## src/rtl/host_io_if.sv

```systemverilog
// host_io_if: core-side write bus plus console byte stream of the host I/O block.
// master = core / console sink side, slave = host_io.
interface host_io_if;
  // write bus from the core
  logic        wready;
  logic [31:0] waddr;
  logic [31:0] wdata;
  logic        mem_wready;
  // console byte stream
  logic        tx_valid;
  logic        tx_ready;
  logic [1:0]  tx_chan;
  logic [7:0]  tx_data;

  modport master (
    output wready, waddr, wdata, tx_ready,
    input  mem_wready, tx_valid, tx_chan, tx_data
  );

  modport slave (
    input  wready, waddr, wdata, tx_ready,
    output mem_wready, tx_valid, tx_chan, tx_data
  );
endinterface

```

## src/rtl/host_io.sv

```systemverilog
// host_io: memory-mapped host I/O for a simulated core.
//  - Decodes console (PUTC) and EXIT writes off the core write bus and forwards
//    all other writes to memory.
//  - One byte FIFO per console channel, drained round-robin onto tx_*.
//  - Exit register, out-of-range write detection, per-channel overflow flags.
//  - Optional PC watchdog, compiled in only when HOST_IO_WDOG_EN is defined.
module host_io #(
  parameter int          NCHAN      = 1,
  parameter int          FIFO_DEPTH = 8,
  parameter logic [31:0] PUTC_ADDR  = 32'h9000001c,
  parameter logic [31:0] EXIT_ADDR  = 32'h9000002c,
  parameter int          MEM_SIZE   = 262144,
  parameter int          TIMEOUT    = 100
) (
  input  logic             clk,
  input  logic             reset,
  host_io_if.slave         bus,
  input  logic [31:0]      pc,
  output logic             exit_done,
  output logic [31:0]      exit_code,
  output logic             range_err,
  output logic [31:0]      err_addr,
  output logic [NCHAN-1:0] ovf,
  output logic             timeout
);

  localparam int AW = $clog2(FIFO_DEPTH);
  localparam int CW = AW + 1;

  // decode / FIFO status, one bit per implemented channel
  logic [NCHAN-1:0] chan_hit;
  logic [NCHAN-1:0] push_ok;
  logic [NCHAN-1:0] ovf_set;
  logic [NCHAN-1:0] pop;
  logic [NCHAN-1:0] nonempty;
  logic [NCHAN-1:0] nonempty_next;
  logic [3:0]       nonempty_next4;
  logic [7:0]       head [4];

  logic exit_hit;
  logic dev_hit;
  logic handshake;
  logic advance;
  logic all_empty;

  // output stage and round-robin state
  logic       tx_valid_reg;
  logic [1:0] tx_chan_reg;
  logic [1:0] rr_reg;
  logic       grant_found;
  logic [1:0] grant_chan;
  logic [1:0] rr_after;
  logic [2:0] cand;
  logic [2:0] rr_inc;

  // exit / error state
  logic             exit_pending_reg;
  logic             exit_done_reg;
  logic [31:0]      exit_code_reg;
  logic             range_err_reg;
  logic [31:0]      err_addr_reg;
  logic [NCHAN-1:0] ovf_reg;

  // ---------------------------------------------------------------------------
  // Address decode. Only channels below NCHAN decode; higher channel addresses
  // are ordinary writes and go through the range check.
  // ---------------------------------------------------------------------------
  assign exit_hit       = bus.wready && (bus.waddr == EXIT_ADDR);
  assign dev_hit        = (|chan_hit) || exit_hit;
  assign bus.mem_wready = bus.wready && !dev_hit;

  // The byte on tx is still held in its FIFO; it only leaves on a handshake.
  assign handshake = tx_valid_reg && bus.tx_ready;
  assign advance   = !tx_valid_reg || bus.tx_ready;

  // ---------------------------------------------------------------------------
  // Per-channel FIFOs. Pointers carry one extra wrap bit so that full and empty
  // are told apart without a separate count register. A push is judged against
  // the occupancy before any same-cycle pop, so a full FIFO drops the byte even
  // while it is being drained.
  // ---------------------------------------------------------------------------
  for (genvar gi = 0; gi < 4; gi++) begin : g_chan
    if (gi < NCHAN) begin : g_fifo
      logic [7:0]    mem [FIFO_DEPTH];
      logic [CW-1:0] wr_ptr_reg;
      logic [CW-1:0] rd_ptr_reg;
      logic [CW-1:0] count;
      logic [CW-1:0] count_next;
      logic          full;

      assign chan_hit[gi]      = bus.wready && (bus.waddr == PUTC_ADDR + 32'(4 * gi));
      assign count             = wr_ptr_reg - rd_ptr_reg;
      assign full              = (count == CW'(FIFO_DEPTH));
      assign nonempty[gi]      = (count != '0);
      assign push_ok[gi]       = chan_hit[gi] && !full && !exit_pending_reg;
      assign ovf_set[gi]       = chan_hit[gi] && full && !exit_pending_reg;
      assign pop[gi]           = handshake && (tx_chan_reg == 2'(gi));
      assign count_next        = count + CW'(push_ok[gi]) - CW'(pop[gi]);
      assign nonempty_next[gi] = (count_next != '0);
      assign head[gi]          = mem[rd_ptr_reg[AW-1:0]];

      // advance write pointer on accepted push, read pointer on handshake
      always_ff @(posedge clk or posedge reset) begin
        if (reset) begin
          wr_ptr_reg <= '0;
          rd_ptr_reg <= '0;
        end else begin
          if (push_ok[gi]) wr_ptr_reg <= wr_ptr_reg + 1'b1;
          if (pop[gi])     rd_ptr_reg <= rd_ptr_reg + 1'b1;
        end
      end

      // byte storage; only free slots are ever written, so the head is stable
      always_ff @(posedge clk) begin
        if (push_ok[gi]) mem[wr_ptr_reg[AW-1:0]] <= bus.wdata[7:0];
      end
    end else begin : g_none
      assign head[gi] = 8'h00;
    end
  end

  assign all_empty      = !(|nonempty);
  assign nonempty_next4 = 4'(nonempty_next);

  // ---------------------------------------------------------------------------
  // Round-robin selection over the FIFO state as it will be after this edge,
  // so a byte pushed now can be presented on tx in the very next cycle.
  // rr_reg holds the channel the search starts from (one past the last grant).
  // ---------------------------------------------------------------------------
  // pick first non-empty channel starting at rr_reg
  always_comb begin
    grant_found = 1'b0;
    grant_chan  = 2'd0;
    cand        = 3'd0;
    rr_inc      = 3'd0;
    rr_after    = rr_reg;
    for (int i = 0; i < NCHAN; i++) begin
      cand = {1'b0, rr_reg} + 3'(i);
      if (cand >= 3'(NCHAN)) cand = cand - 3'(NCHAN);
      if (!grant_found && nonempty_next4[cand[1:0]]) begin
        grant_found = 1'b1;
        grant_chan  = cand[1:0];
      end
    end
    rr_inc = {1'b0, grant_chan} + 3'd1;
    if (rr_inc >= 3'(NCHAN)) rr_inc = 3'd0;
    rr_after = rr_inc[1:0];
  end

  // tx output stage: reselect only when idle or the current byte is taken
  always_ff @(posedge clk or posedge reset) begin
    if (reset) begin
      tx_valid_reg <= 1'b0;
      tx_chan_reg  <= 2'd0;
      rr_reg       <= 2'd0;
    end else if (advance) begin
      tx_valid_reg <= grant_found;
      if (grant_found) begin
        tx_chan_reg <= grant_chan;
        rr_reg      <= rr_after;
      end
    end
  end

  assign bus.tx_valid = tx_valid_reg;
  assign bus.tx_chan  = tx_chan_reg;
  assign bus.tx_data  = tx_valid_reg ? head[tx_chan_reg] : 8'h00;

  // ---------------------------------------------------------------------------
  // Exit handling. The first EXIT write wins; afterwards console pushes are
  // silently discarded. exit_done is registered off the current state: it rises
  // one cycle after the cycle in which everything is drained and tx is idle.
  // ---------------------------------------------------------------------------
  // latch exit code and track completion
  always_ff @(posedge clk or posedge reset) begin
    if (reset) begin
      exit_pending_reg <= 1'b0;
      exit_code_reg    <= 32'h0;
      exit_done_reg    <= 1'b0;
    end else begin
      if (exit_hit && !exit_pending_reg) begin
        exit_pending_reg <= 1'b1;
        exit_code_reg    <= bus.wdata;
      end
      if (exit_pending_reg && all_empty && !tx_valid_reg) exit_done_reg <= 1'b1;
    end
  end

  // sticky out-of-range flag holding the first offending address
  always_ff @(posedge clk or posedge reset) begin
    if (reset) begin
      range_err_reg <= 1'b0;
      err_addr_reg  <= 32'h0;
    end else if (bus.wready && !dev_hit && (bus.waddr >= 32'(MEM_SIZE)) && !range_err_reg) begin
      range_err_reg <= 1'b1;
      err_addr_reg  <= bus.waddr;
    end
  end

  // sticky per-channel overflow
  always_ff @(posedge clk or posedge reset) begin
    if (reset) ovf_reg <= '0;
    else       ovf_reg <= ovf_reg | ovf_set;
  end

  assign exit_done = exit_done_reg;
  assign exit_code = exit_code_reg;
  assign range_err = range_err_reg;
  assign err_addr  = err_addr_reg;
  assign ovf       = ovf_reg;

  // ---------------------------------------------------------------------------
  // PC watchdog. The counter saturates one above TIMEOUT so it can never wrap
  // back below the trip point.
  // ---------------------------------------------------------------------------
`ifdef HOST_IO_WDOG_EN
  localparam int WW = $clog2(TIMEOUT + 2) + 1;

  logic [31:0]   prev_pc_reg;
  logic [WW-1:0] wd_cnt_reg;
  logic [WW-1:0] wd_cnt_next;
  logic          timeout_reg;

  // count consecutive cycles with an unchanged pc
  always_comb begin
    wd_cnt_next = wd_cnt_reg;
    if (pc != prev_pc_reg)             wd_cnt_next = '0;
    else if (wd_cnt_reg <= WW'(TIMEOUT)) wd_cnt_next = wd_cnt_reg + 1'b1;
  end

  // watchdog state and sticky timeout flag
  always_ff @(posedge clk or posedge reset) begin
    if (reset) begin
      prev_pc_reg <= 32'h0;
      wd_cnt_reg  <= '0;
      timeout_reg <= 1'b0;
    end else begin
      prev_pc_reg <= pc;
      wd_cnt_reg  <= wd_cnt_next;
      if (wd_cnt_next > WW'(TIMEOUT)) timeout_reg <= 1'b1;
    end
  end

  assign timeout = timeout_reg;
`else
  logic unused_pc;
  assign unused_pc = ^pc;
  assign timeout   = 1'b0;
`endif

endmodule

```

## src/flat_wrapper.sv

```systemverilog
// flat-port wrapper written by rule: the top's interface ports become plain ports
module host_io_flat 
#(
  parameter int          NCHAN      = 1,
  parameter int          FIFO_DEPTH = 8,
  parameter logic [31:0] PUTC_ADDR  = 32'h9000001c,
  parameter logic [31:0] EXIT_ADDR  = 32'h9000002c,
  parameter int          MEM_SIZE   = 262144,
  parameter int          TIMEOUT    = 100
)
  (clk, reset, pc, exit_done, exit_code, range_err, err_addr, ovf, timeout, bus_wready, bus_waddr, bus_wdata, bus_tx_ready, bus_mem_wready, bus_tx_valid, bus_tx_chan, bus_tx_data);
  host_io_if bus_i ();
  input  logic clk;
  input  logic reset;
  input  logic [31:0] pc;
  output logic exit_done;
  output logic [31:0] exit_code;
  output logic range_err;
  output logic [31:0] err_addr;
  output logic [NCHAN-1:0] ovf;
  output logic timeout;
  input wire logic [$bits(bus_i.wready)-1:0] bus_wready;
  input wire logic [$bits(bus_i.waddr)-1:0] bus_waddr;
  input wire logic [$bits(bus_i.wdata)-1:0] bus_wdata;
  input wire logic [$bits(bus_i.tx_ready)-1:0] bus_tx_ready;
  output wire logic [$bits(bus_i.mem_wready)-1:0] bus_mem_wready;
  output wire logic [$bits(bus_i.tx_valid)-1:0] bus_tx_valid;
  output wire logic [$bits(bus_i.tx_chan)-1:0] bus_tx_chan;
  output wire logic [$bits(bus_i.tx_data)-1:0] bus_tx_data;
  assign bus_i.wready = bus_wready;
  assign bus_i.waddr = bus_waddr;
  assign bus_i.wdata = bus_wdata;
  assign bus_i.tx_ready = bus_tx_ready;
  assign bus_mem_wready = bus_i.mem_wready;
  assign bus_tx_valid = bus_i.tx_valid;
  assign bus_tx_chan = bus_i.tx_chan;
  assign bus_tx_data = bus_i.tx_data;
  host_io #(.NCHAN(NCHAN), .FIFO_DEPTH(FIFO_DEPTH), .PUTC_ADDR(PUTC_ADDR), .EXIT_ADDR(EXIT_ADDR), .MEM_SIZE(MEM_SIZE), .TIMEOUT(TIMEOUT)) u_core (.clk(clk), .reset(reset), .bus(bus_i), .pc(pc), .exit_done(exit_done), .exit_code(exit_code), .range_err(range_err), .err_addr(err_addr), .ovf(ovf), .timeout(timeout));
endmodule
```

## config.mk

```make
export PLATFORM = sky130hd
export DESIGN_NAME = host_io_flat
export DESIGN_NICKNAME = d
export VERILOG_FILES = /design/src/rtl/host_io_if.sv /design/src/rtl/host_io.sv /design/src/flat_wrapper.sv
export SDC_FILE = /design/constraint.sdc
export NUM_CORES = 1
export LEC_CHECK = 0
export CORE_MARGIN = 8
export CORE_UTILIZATION = 45
export DETAILED_ROUTE_END_ITERATION = 8
export DONT_BUFFER_PORTS = 1
export GPL_ROUTABILITY_DRIVEN = 0
export PLACE_DENSITY = 0.69
export SETUP_SLACK_MARGIN = 0.3
export SLEW_MARGIN = 15
export SYNTH_ARGS = -nofsm -noshare
export SYNTH_HDL_FRONTEND = slang
export SYNTH_SLANG_ARGS = --single-unit
export TNS_END_PERCENT = 30
```

## constraint.sdc

```tcl
create_clock -name clk -period 12.7 [get_ports clk]
set_input_delay 0.635 -clock clk [delete_from_list [all_inputs] [get_ports clk]]
set_output_delay 0.635 -clock clk [all_outputs]
set_load 0.03 [all_outputs]
```

==> reports/metrics.yaml <==
start_util_pct: 45.3
worstSetupPathType: "register to register"
finalSetupViolations: 0
first_iter_violations: 422
syn_avg_cell_area_um2: 12.0
htree_levels: 4
timing.fmax_mhz: 190
clock_sinks: 144
grt_max_degree: 81
clk_pin_slew_ns: 0.07
ys_ff_latch: 144
finalCriticalPeriod_ns: 5.25
crit_path_frequent_cell: "ha_1"
hp-class: "primary input to asynchronous set/reset pin"
numCtsBuffers: 17
fill_cells: 1360
slowest_delay_ns: 0.88
avgViaCountPerCell: 6.17
avgRoutedWirePerCell_um: 22.4
cpMaxStageDelayCell: "dfrtp_1"
ys.flop_type: "dfrtp_1"
drc_errors: 0
vias: 4940
critPathBufInv: 3
ctsHoldBuffers: 0
clk_latency_ns: 0.42
clock_skew_ns: 0.00721
die_y_um: 142
routed_wirelength_mm: 17.9
status: "completed"
period_share_pct: 41.4
tightest_slew_ns: 1.16
antenna_found_initial: 0
cp_data_arrival_time_ns: 5.60
synth_edf_count: 64
hold_viol_final: 0
cp.required_ns: 13.05
ir_worst_vdd_mv: 0.0878
final_max_slew_viol_count: 0
yosysTopAreaCellShare_pct: 28.2
cts.repair.resized: 0
first_pass_iters: 5
drive_gt1_share_pct: 18.3
postSynthCellCount: 589
die_x_um: 142
cp-end-kind: "register"
die_area_mm2: 0.0200
power.density_mw_per_mm2: 175
io-pin-count: 180
cp_max_fo: 19
cp-start-kind: "register"
coreArea_mm2: 0.0157
netlist_area_mm2: 0.00709
post_cts_buffers: 0
post-place-ws_ns: 7.32
ys_seq_area_share_pct: 55.4
synth_top_cell_by_area: "dfrtp_1"
synth_area_leaders: "dfrtp_1 28%, edfxtp_1 27%, mux4_2 5.1%"
track_usage_pct: 18.3
totalPowerFinal_mw: 1.39
async_flop_share_pct: 55.6
n_antenna_cell: 0
ys_types: 52
path_cells: "inv_1 -> ha_1 -> a21o_1 -> a21o_1 -> xnor2_1 -> ha_1 -> nand3b_1 -> nand2_1 -> or4_4 -> ha_1 -> inv_1 -> ha_1 -> inv_1 -> fa_1 -> or3b_2 -> nor4b_1 -> a2111oi_0 -> nor2b_1"
utilization_pct: 50.5
cts-root-buf: "clkbuf_16"
placementRows: 46
layout.nets: 687
rsz0062_at_grt: "no"
overflow: 0
yosys_warnings: 0
setup_ws_ns: 7.45
grt_pass1_vias: 4897
drtAntennaViolNets: 0
clockBufferDepth: 2
critical-path-top-delay-family: "simple AND/OR/NAND/NOR gates"
cts_tree: "yes"
slew_headroom_pct: 22.0
fin_tns_setup_ns: 0
grt_pass1_wl_mm: 28.2
areaGrowthSynthToFinish_pct: 11.5
largest_register_ffs: 64
p_leak_nw: 3.02
dp_hpwl_mm: 12.0
io_buffers: 0
maxCapViolCount: 0
[cell families (layout without fill, tap and decap cells)]
kind of cell / Yosys count / count (layout) / share of synthesized area (%)
multiplexers: 49 / 49 / 10.3
AND/OR/NAND/NOR: 211 / 211 / 15.4
adder cells (fa/ha/maj): 15 / 15 / 2.86
buffers and inverters: 65 / 58 / 3.65
AO/OA/AOI/OAI: 91 / 91 / 10.8
XOR/XNOR: 12 / 12 / 1.48
flip-flops: 144 / 144 / 55.4
other: 2 / 5 / 0.106
[cell usage after synthesis (5+ instances only)]
| library cell | count |
|---|---|
| clkbuf_1 | 43 |
| o211a_1 | 12 |
| o211ai_1 | 18 |
| nor4_1 | 7 |
| edfxtp_1 | 64 |
| o311a_1 | 20 |
| nand2_1 | 89 |
| nor2_1 | 5 |
| and2_1 | 19 |
| xor2_1 | 5 |
| nand4_1 | 35 |
| ha_1 | 13 |
| xnor2_1 | 7 |
| nand3_1 | 20 |
| mux2_2 | 31 |
| nor3_1 | 9 |
| nor2b_1 | 6 |
| dfrtp_1 | 80 |
| a221oi_1 | 20 |
| a21oi_1 | 11 |
| mux4_2 | 16 |
| inv_1 | 13 |
[layout by cell type (no fill, tap or decap), types with 4 or more instances in the layout]
cell       instances
conb_1             5
dfrtp_1           80
nand4_1           35
inv_6              5
o211a_1           12
buf_4             11
o211ai_1          18
xor2_1             5
inv_8              4
mux2_2            31
nor2b_1            5
nand2_1           89
clkbuf_16         17
inv_1             12
o311a_1           20
nor3_1             8
a21oi_1           11
ha_1              13
a221oi_1          20
nand3_1           20
xnor2_1            7
edfxtp_1          64
and2_1            18
mux4_2            16
[worst register-to-register path: cells and delay by family (launching register included)]
family                   cells  cell delay (ns)
AND/OR/NAND/NOR              6             1.72
adder cells (fa/ha/maj)      5             1.55
flip-flops                   1             0.88
AO/OA/AOI/OAI                3             0.55
buffers and inverters        3             0.36
XOR/XNOR                     1             0.13
[layout make-up]
cell class / count / area, um^2 / share of cell area [%]
Inverter: 14 / 53.8 / 0.681
Sequential cell: 144 / 3920 / 49.7
Multi-Input combinational cell: 383 / 2990 / 37.8
Tap cell: 216 / 270 / 3.42
Clock buffer: 17 / 425 / 5.38
Clock inverter: 15 / 149 / 1.88
Timing Repair Buffer: 12 / 93.8 / 1.19
[where the power goes]
part | switching (mW) | total (mW) | internal (mW)
logic | 0.173 | 0.309 | 0.137
registers | 0.0749 | 0.585 | 0.510
clock network | 0.215 | 0.491 | 0.276
total | 0.462 | 1.39 | 0.923
[metrics by stage]
stage	hold slack, ns	cell area, um^2	instances
finish	0.291	7900	801
global route	0.288	7900	801
CTS	0.292	7880	801
detailed placement	0.482	7300	769
global placement	0.475	7300	769
floorplan	0.459	7100	592
[path summary, 6_finish.rpt]
path                       slack [ns]  depth (start not counted)                                  start                               endpoint
max                              7.45                         18  u_core.g_chan[0].g_fifo.rd_ptr_reg[1]                  u_core.bus.tx_chan[1]
min                              0.29                          2                                  reset                     u_core.err_addr[3]
max reg2reg                      7.45                         18  u_core.g_chan[0].g_fifo.rd_ptr_reg[1]                  u_core.bus.tx_chan[1]
min reg2reg                      0.49                          1  u_core.g_chan[0].g_fifo.wr_ptr_reg[3]  u_core.g_chan[0].g_fifo.wr_ptr_reg[3]
max in group asynchronous       11.89                          2                                  reset                    u_core.bus.tx_valid
min in group clk                 0.31                          0                           bus_wdata[6]      u_core.g_chan[0].g_fifo.mem[3][6]
[layer usage]
layer | wire (um) | track usage (%)
met3 | 1730 | 7.06
met5 | 0 | 0
met2 | 8770 | 28.5
met4 | 405 | 7.74
met1 | 7030 | 22.3
(Power assumes the default switching activity.)
